<file path="src/rtl/descramble_frame_ctrl_pkg.sv">
// Shared definitions for the descrambler framing controller: state
// encodings, counter widths and the LFSR seed loaded on lfsr_load.
package descramble_frame_ctrl_pkg;

  localparam int CNT_W = 8;
  localparam int RUN_W = 4;

  // The external 3-bit descrambler reloads this value on lfsr_load.
  localparam logic [2:0] LFSR_SEED = 3'b111;

  typedef enum logic [2:0] {
    ST_IDLE    = 3'd0,
    ST_HUNT    = 3'd1,
    ST_LOAD    = 3'd2,
    ST_PAYLOAD = 3'd3,
    ST_GUARD   = 3'd4,
    ST_DONE    = 3'd5
  } state_t;

endpackage

</file>
<file path="src/rtl/descramble_frame_ctrl_preamble_hunter.sv">
// Counts consecutive 1 bits on the qualified serial input and flags the
// bit that completes a PRE_LEN-long run of ones.
module descramble_frame_ctrl_preamble_hunter
  import descramble_frame_ctrl_pkg::*;
#(
  parameter int PRE_LEN = 4
) (
  input  logic i_clk,
  input  logic i_rst,
  input  logic i_clear,
  input  logic i_bit_en,
  input  logic i_din,
  output logic o_detect
);

  localparam logic [RUN_W-1:0] PRE_LAST = RUN_W'(PRE_LEN - 1);

  logic [RUN_W-1:0] r_run_cnt;

  always_ff @(posedge i_clk) begin
    if (i_rst || i_clear) begin
      r_run_cnt <= '0;
    end else if (i_bit_en) begin
      if (!i_din) begin
        r_run_cnt <= '0;
      end else if (r_run_cnt != '1) begin
        r_run_cnt <= r_run_cnt + 1'b1;
      end
    end
  end

  // Detect is combinational so the FSM can enter LOAD on the same edge.
  assign o_detect = !i_clear && i_bit_en && i_din && (r_run_cnt >= PRE_LAST);

endmodule

</file>
<file path="src/rtl/descramble_frame_ctrl.sv">
// Framing controller for the serial PRBS descrambler: hunts the all-ones
// preamble, then frames payload windows separated by guard gaps.
//   state   | meaning
//   IDLE    | waiting for enable
//   HUNT    | looking for PRE_LEN consecutive ones
//   LOAD    | one cycle, descrambler reloads its seed
//   PAYLOAD | payload bits stepped through the descrambler
//   GUARD   | GAP_LEN guard bits, LFSR frozen
//   DONE    | one cycle, burst of FRAMES frames complete
module descramble_frame_ctrl
  import descramble_frame_ctrl_pkg::*;
#(
  parameter int PRE_LEN           = 4,
  parameter int PAY_LEN           = 10,
  parameter int GAP_LEN           = 3,
  parameter int FRAMES            = 4,
  parameter int RESEED_EACH_FRAME = 0
) (
  input  logic             i_clk,
  input  logic             i_rst,
  input  logic             i_enable,
  input  logic             i_abort,
  input  logic             i_bit_en,
  input  logic             i_din,
  output logic             o_lfsr_load,
  output logic             o_lfsr_step,
  output logic             o_payload_valid,
  output logic             o_frame_start,
  output logic             o_frame_end,
  output logic             o_burst_done,
  output logic             o_busy,
  output logic [CNT_W-1:0] o_frame_cnt,
  output logic [2:0]       o_state
);

  localparam logic [CNT_W-1:0] PAY_LAST  = CNT_W'(PAY_LEN - 1);
  localparam logic [CNT_W-1:0] GAP_LAST  = CNT_W'((GAP_LEN > 0) ? GAP_LEN - 1 : 0);
  localparam logic [CNT_W-1:0] FRAMES_C  = CNT_W'(FRAMES);
  localparam bit               HAS_GAP   = (GAP_LEN > 0);
  localparam bit               HAS_LIMIT = (FRAMES != 0);
  localparam bit               RESEED    = (RESEED_EACH_FRAME != 0);

  state_t           r_state;
  logic [CNT_W-1:0] r_bit_cnt;
  logic [CNT_W-1:0] r_gap_cnt;
  logic [CNT_W-1:0] r_frame_cnt;
  logic             r_lfsr_load;
  logic             r_burst_done;
  logic             r_busy;

  logic w_detect;
  logic w_hunt_clear;
  logic w_accept;
  logic w_last_bit;
  logic w_last_frame;

  assign w_hunt_clear = (r_state != ST_HUNT) || i_abort;

  descramble_frame_ctrl_preamble_hunter #(
    .PRE_LEN (PRE_LEN)
  ) u_hunter (
    .i_clk    (i_clk),
    .i_rst    (i_rst),
    .i_clear  (w_hunt_clear),
    .i_bit_en (i_bit_en),
    .i_din    (i_din),
    .o_detect (w_detect)
  );

  assign w_accept     = (r_state == ST_PAYLOAD) && i_bit_en;
  assign w_last_bit   = (r_bit_cnt == PAY_LAST);
  assign w_last_frame = HAS_LIMIT && ((r_frame_cnt + 8'd1) == FRAMES_C);

  always_ff @(posedge i_clk) begin
    r_lfsr_load  <= 1'b0;
    r_burst_done <= 1'b0;
    if (i_rst || i_abort) begin
      r_state     <= ST_IDLE;
      r_bit_cnt   <= '0;
      r_gap_cnt   <= '0;
      r_frame_cnt <= '0;
      r_busy      <= 1'b0;
    end else begin
      case (r_state)
        ST_IDLE: begin
          if (i_enable) begin
            r_state     <= ST_HUNT;
            r_busy      <= 1'b1;
            r_frame_cnt <= '0;
          end
        end
        ST_HUNT: begin
          if (!i_enable) begin
            r_state <= ST_IDLE;
            r_busy  <= 1'b0;
          end else if (w_detect) begin
            r_state     <= ST_LOAD;
            r_lfsr_load <= 1'b1;
          end
        end
        ST_LOAD: begin
          r_state <= ST_PAYLOAD;
        end
        ST_PAYLOAD: begin
          if (i_bit_en) begin
            if (w_last_bit) begin
              r_bit_cnt   <= '0;
              r_frame_cnt <= r_frame_cnt + 8'd1;
              if (w_last_frame) begin
                r_state      <= ST_DONE;
                r_burst_done <= 1'b1;
              end else if (!i_enable) begin
                r_state <= ST_IDLE;
                r_busy  <= 1'b0;
              end else if (HAS_GAP) begin
                r_state <= ST_GUARD;
              end else if (RESEED) begin
                r_state     <= ST_LOAD;
                r_lfsr_load <= 1'b1;
              end
            end else begin
              r_bit_cnt <= r_bit_cnt + 8'd1;
            end
          end
        end
        ST_GUARD: begin
          if (i_bit_en) begin
            if (r_gap_cnt == GAP_LAST) begin
              r_gap_cnt <= '0;
              if (RESEED) begin
                r_state     <= ST_LOAD;
                r_lfsr_load <= 1'b1;
              end else begin
                r_state <= ST_PAYLOAD;
              end
            end else begin
              r_gap_cnt <= r_gap_cnt + 8'd1;
            end
          end
        end
        ST_DONE: begin
          r_frame_cnt <= '0;
          if (i_enable) begin
            r_state <= ST_HUNT;
          end else begin
            r_state <= ST_IDLE;
            r_busy  <= 1'b0;
          end
        end
        default: begin
          r_state <= ST_IDLE;
          r_busy  <= 1'b0;
        end
      endcase
    end
  end

  assign o_lfsr_load     = r_lfsr_load;
  assign o_burst_done    = r_burst_done;
  assign o_busy          = r_busy;
  assign o_frame_cnt     = r_frame_cnt;
  assign o_state         = r_state;
  assign o_lfsr_step     = w_accept;
  assign o_payload_valid = w_accept;
  assign o_frame_start   = w_accept && (r_bit_cnt == '0);
  assign o_frame_end     = w_accept && w_last_bit;

endmodule

</file>
<file path="config.mk">
export PLATFORM = sky130hd
export DESIGN_NAME = descramble_frame_ctrl
export DESIGN_NICKNAME = d
export VERILOG_FILES = /design/src/rtl/descramble_frame_ctrl_pkg.sv /design/src/rtl/descramble_frame_ctrl_preamble_hunter.sv /design/src/rtl/descramble_frame_ctrl.sv
export SDC_FILE = /design/constraint.sdc
export NUM_CORES = 1
export LEC_CHECK = 0
export ABC_CLOCK_PERIOD_IN_PS = 2100
export CORE_UTILIZATION = 40
export CTS_CLUSTER_SIZE = 40
export DETAILED_ROUTE_END_ITERATION = 8
export PLACE_DENSITY_LB_ADDON = 0.08
export SYNTH_ARGS = -nofsm -noshare
export SYNTH_HDL_FRONTEND = slang
export SYNTH_SLANG_ARGS = --single-unit
</file>
<file path="constraint.sdc">
create_clock -name i_clk -period 2.1 [get_ports i_clk]
set_input_delay 0.315 -clock i_clk [delete_from_list [all_inputs] [get_ports i_clk]]
set_output_delay 0.315 -clock i_clk [all_outputs]
set_load 0.01 [all_outputs]
</file>
# Yosys cells after proc, flatten, opt, wreduce, memory -nomap -nowiden
# Cells that the tools add are included.
# word_totals
wordCells	87
reg_bits	34
# classes
n_eq_ne	18
n_addsub	4
n_reduce_logical	23
n_lt_le_gt_ge	1
bitwise	6
mux	27
# ops
op	count
2-to-1 mux 8 bit	5
2-to-1 mux 3 bit	9
adder 8 x 1 -> 8 bit, second input constant	3
one-hot mux 8 bit (3 select lines)	1
one-hot mux 3 bit (6 select lines)	1
inequality test 2 bit, second input constant	6
equality test 8 x 2 -> 1 bit, second input constant	1
equality test 8 x 3 -> 1 bit, second input constant	1
equality test 8 x 4 -> 1 bit, second input constant	1
zero test 8 bit	1
2-to-1 mux 1 bit	8
2-to-1 mux 4 bit	2
equality test 3 x 2 -> 1 bit, second input constant	2
equality test 3 bit, second input constant	2
logical AND 1 bit	6
inverter 1 bit	6
AND reduction 2 bit	3
AND reduction 6 bit	1
AND reduction 5 bit	1
adder 4 x 1 -> 4 bit, second input constant	1
>= comparator 4 x 2 -> 1 bit, second input constant	1
inequality test 4 bit, second input constant	1
one-hot mux 1 bit (4 select lines)	1
AND reduction 4 bit	1
11 further kinds	14

# Logic depth before layout (Yosys ltp)
# Gate-level depths: netlist of run 1.
# logic_depth
ltp_word	9
mapped_depth	8
mapped_depth_nobuf	7

# Cells and area by module
# A second synthesis of run 1 with hierarchy kept.
# hier_totals
hier_cells	223
area_unflattened_um2	1839.3
# modules_own_cells
mod	n_inst	cells_per_inst	area_per_inst_um2	seq_area_each_um2
descramble_frame_ctrl	1	195	1615.3	600.6
descramble_frame_ctrl_preamble_hunter	1	28	224.0	80.1

# Worst setup path before layout of run 1
# OpenSTA, ideal clock, no wires.
# synth_path
path_kind	register -> register
startpoint	reg r_frame_cnt[0], in the netlist o_frame_cnt[0]
endpoint	reg r_state[2], in the netlist o_state[2]
synth_period_minus_slack_ns	1.814
t_arrival_ns	1.710
slack_ns	0.286
setup_ns	0.103
path_stages_with_launch	6
path_cell_list	dfxtp_1 ha_1 or4b_4 nor4_4 o21ai_2 a2111oi_2
# synth_via
elab_chain_len	6
# synth_rtl
item	line	source
start: declaration	descramble_frame_ctrl.sv:46	logic [CNT_W-1:0] r_frame_cnt;
start signal: assignment	descramble_frame_ctrl.sv:108	r_frame_cnt <= r_frame_cnt + 8'd1;
adder 8 x 1 -> 8 bit	descramble_frame_ctrl.sv:72	assign w_last_frame = HAS_LIMIT && ((r_frame_cnt + 8'd1) == FRAMES_C);
equality test 8 x 3 -> 1 bit	descramble_frame_ctrl.sv:72	
2-to-1 mux 3 bit	descramble_frame_ctrl.sv:109	if (w_last_frame) begin
2-to-1 mux 3 bit	descramble_frame_ctrl.sv:106	if (w_last_bit) begin
2-to-1 mux 3 bit	descramble_frame_ctrl.sv:105	if (i_bit_en) begin
one-hot mux 3 bit (6 select lines)	descramble_frame_ctrl.sv:84	case (r_state)
end signal: assignment	descramble_frame_ctrl.sv:87	r_state <= ST_HUNT;
end signal: assignment	descramble_frame_ctrl.sv:110	r_state <= ST_DONE;
end signal: assignment	descramble_frame_ctrl.sv:113	r_state <= ST_IDLE;
end: declaration	descramble_frame_ctrl.sv:43	state_t r_state;
# No other way between the ends. The select of a mux whose other input is x is not followed.
# A chain may end at the register's enable or synchronous reset.

# Worst setup path in the final report of run 1
# layout_path
startpoint	reg r_state[2], in the netlist o_state[2]
endpoint	out o_lfsr_step
# layout_via
elab_chain_len	2
# layout_rtl
item	line	source
start signal: assignment	descramble_frame_ctrl.sv:78	r_state <= ST_IDLE;
start signal: assignment	descramble_frame_ctrl.sv:87	
start signal: assignment	descramble_frame_ctrl.sv:94	r_state <= ST_IDLE;
equality test 3 x 2 -> 1 bit	descramble_frame_ctrl.sv:70	assign w_accept = (r_state == ST_PAYLOAD) && i_bit_en;
logical AND 1 bit	descramble_frame_ctrl.sv:70	
end: declaration	descramble_frame_ctrl.sv:26	output logic o_lfsr_step,
# No other way between the ends.

==> flow_metrics.env, run 1 <==
export IMPL_core_area_um2=4690
export IMPL_worstPathArrival_ps=1670
export IMPL_swShare_pct=23.6
export IMPL_min_path_type="flip-flop to flip-flop"
export IMPL_avgSynthCellArea_um2=8.50
export IMPL_wl_mm=4.32
export IMPL_dpl_hpwl_mm=3.13
export IMPL_power_density_nw_per_um2=511
export IMPL_drv_slew=0
export IMPL_p_seq_share_pct=52.0
export IMPL_post_route_util_pct=52.1
export IMPL_finalCriticalPeriod_ps=1990
export IMPL_yosys_warnings=0
export IMPL_root_buffer="clkbuf_8"
export IMPL_max_clock_freq_mhz=503
export IMPL_hold_viol_final=0
export IMPL_h_tree_depth=2
export IMPL_setup_viol=0
export IMPL_cts_sinks=34
export IMPL_grt_max_degree=18
export IMPL_syn_area_um2=1950
export IMPL_cts_buffers=5
export IMPL_die_width_um=71.7
export IMPL_grt_pass1_wl_mm=7.48
export IMPL_ys_seq_elements=34
export IMPL_synth_area_mux_share_pct=0.514
export IMPL_grt_overflow=0
export IMPL_pwr_share_comb_pct=7.4
export IMPL_portBuffers=23
export IMPL_cts_tree="yes"
export IMPL_max_slew_margin_rel_pct=71.3
export IMPL_antenna_found_initial=0
export IMPL_synth_cell_types=61
export IMPL_cts_buffer_depth=2
export IMPL_start_kind="flip-flop"
export IMPL_die_h_um=71.7
export IMPL_worst_pin_slew_ps=427
export IMPL_fin_crit_sh_pct=94.7
export IMPL_synth_edf_count=0
export IMPL_syn_to_final_growth_pct=25.6
export IMPL_std_cell_rows=25
export IMPL_io_pins=24
export IMPL_firstDrtPassIters=4
export IMPL_async_reset_ff_share_pct=0
export IMPL_clock_skew_ps=1.79
export IMPL_peakVddDrop_uv=261
export IMPL_vias=1745
export IMPL_clk_latency_ps=280
export IMPL_place_gp_congestion=0.795
export IMPL_crit_required_ps=1780
export IMPL_synthXorXnorAreaFrac_pct=5.85
export IMPL_synth_top_family_by_area="simple AND/OR/NAND/NOR gates"
export IMPL_drtIter0Drc=78
export IMPL_final_cell_mix="34 x dfxtp_1, 22 x nand2_1, 22 x buf_4"
export IMPL_clkSlewWorstSetupHoldPaths_ps=70
export IMPL_die_area_um2=5150
export IMPL_drive_gt1_share_pct=18.4
export IMPL_num_antenna_cells=0
export IMPL_wire_per_inst_um=13.3
export IMPL_pwr_share_clk_pct=40.6
export IMPL_dp_cells=317
export IMPL_gr_usage_all_layers_pct=18.4
export IMPL_synth_fa_ha_area_share_pct=4.50
export IMPL_drc=0
export IMPL_intPower_w=0.000954
export IMPL_crit_path_end_kind="output port"
export IMPL_synthSimpleGateAreaFrac_pct=33.6
export IMPL_synth_ff_type="dfxtp_1"
export IMPL_synth_compound_area_share_pct=15.4
export IMPL_instances_no_fill=326
export IMPL_worstSetupPathType="flip-flop to output port"
export IMPL_whs_ps=470
export IMPL_status="finished clean"
export IMPL_switching_power_w=0.000295
export IMPL_antenna_left=0
export IMPL_nets=284
export IMPL_ys_seq_area_share_pct=35.0
export IMPL_hold_buffers=0
export IMPL_first_global_vias=1545
export IMPL_initial_core_util_pct=41.5
export IMPL_leakagePower_nw=0.912
export IMPL_netlist_instances=229
export IMPL_cap_violations=0
export IMPL_cp_max_fo=8
export IMPL_synthesis_nets=242
export IMPL_rsz0062_at_grt="no"
export IMPL_viasPerCell=5.35
export IMPL_mostFrequentLayoutCell="dfxtp_1"
## stage by stage
| step | instance area (um^2) | setup WS [ps] | power, W | TNS, ps |
|---|---|---|---|---|
| after floorplan | 1950 | 286 | 0.000718 | 0 |
| after global placement | 2340 | -62.2 | 0.000758 | -66.6 |
| after detailed placement | 2340 | -43.2 | 0.000757 | -43.2 |
| after CTS | 2440 | 15.9 | 0.00127 | 0 |
| after global routing | 2440 | 56.8 | 0.00131 | 0 |
| final | 2440 | 112 | 0.00125 | 0 |
## cell usage after synthesis, types with 2 or more instances
cell      instances  area [um^2]
o211ai_1          2         15.0
or2_2             2         12.5
dfxtp_1          34          681
nand2_1          22         82.6
nand4_1           8         50.1
a21oi_1          15         75.1
xor2_1           12          105
ha_1              7         87.6
and2_1            2         12.5
or3_1             3         18.8
nor3b_1           2         15.0
nand3_1          13         65.1
nor2_1           20         75.1
nor3_1            4         20.0
and3_1            7         43.8
nor4_1            2         12.5
nand2b_1          5         31.3
inv_1             7         26.3
clkbuf_1          5         18.8
nand3b_1          2         15.0
a41oi_1           2         17.5
a311oi_1          5         43.8
o21ai_0           6         30.0
and3_2            2         15.0
nor2b_1           4         25.0
## flip-flops by register name (all words and copies together) (netlist names)
register            cells
o_burst_done            1
o_busy                  1
o_frame_cnt             8
o_lfsr_load             1
o_state                 3
r_bit_cnt               8
r_gap_cnt               8
u_hunter.r_run_cnt      4
## path summary, 6_finish.rpt
path,startpoint,to,slack [ps],cells past startpoint
setup / recovery,o_state[2],o_lfsr_step,110,5
hold / removal,u_hunter.r_run_cnt[1],u_hunter.r_run_cnt[1],470,2
setup reg to reg,o_frame_cnt[1],o_state[2],240,5
hold reg to reg,u_hunter.r_run_cnt[1],u_hunter.r_run_cnt[1],470,2
## critical path, stage by stage (launching register included)
cell and delay, ps:
dfxtp_1 310, and3b_2 260, nand2_4 80, inv_6 60
buf_4 140, clkdlybuf4s50_1 540
## layer usage
layer	wire, um	up-vias	GRT usage, %	share of wire, %
met1	2170	784	27.1	50
met2	1900	41	27.0	44
met4	52	0	6.54	1.2
met5	0	-	0	0
met3	197	5	3.09	4.6
li1	-	915	-	-
## logic make-up (layout without fill, tap and decap cells)
kind of cell    count (synthesis)  after routing
simple gates                  112            112
compound gates                 43             43
flops                          34             34
buf+inv                        19             62
xor+xnor                       13             13
fa+ha+maj                       7              7
mux                             1              1
## what timing repair did
item | CTS | global route
setup endpoints to repair | 2 | 1
gates cloned | 0 | 0
setup buffers | 1 | 0
gates resized for setup | 3 | 1
## power by group through the flow
stage | clock, W | sequential, W | combinational, W
finish | 0.000508 | 0.000649 | 0.0000921
global route | 0.000558 | 0.000649 | 0.000101
detailed placement | 0 | 0.000664 | 0.0000932
floorplan | 0 | 0.000666 | 0.0000518
CTS | 0.000526 | 0.000649 | 0.0000930
global placement | 0 | 0.000664 | 0.0000936
## area by class of cell
| class | instances | area (um^2) |
|---|---|---|
| sequential | 34 | 681 |
| clock inverter | 2 | 12.5 |
| tap | 54 | 67.6 |
| inverter | 9 | 38.8 |
| clock buffer | 6 | 82.6 |
| multi-input combinational | 176 | 1170 |
| fill | 467 | 2250 |
| timing repair buffer | 45 | 395 |
No activity file was read; power rests on OpenSTA's default activity.
==> inputs of run 2 (changes only) <==
Settings changed: GPL_ROUTABILITY_DRIVEN set to 0.
==> results of run 2 <==
Same layout as run 1: the final DEF is identical, and so are final timing and power.
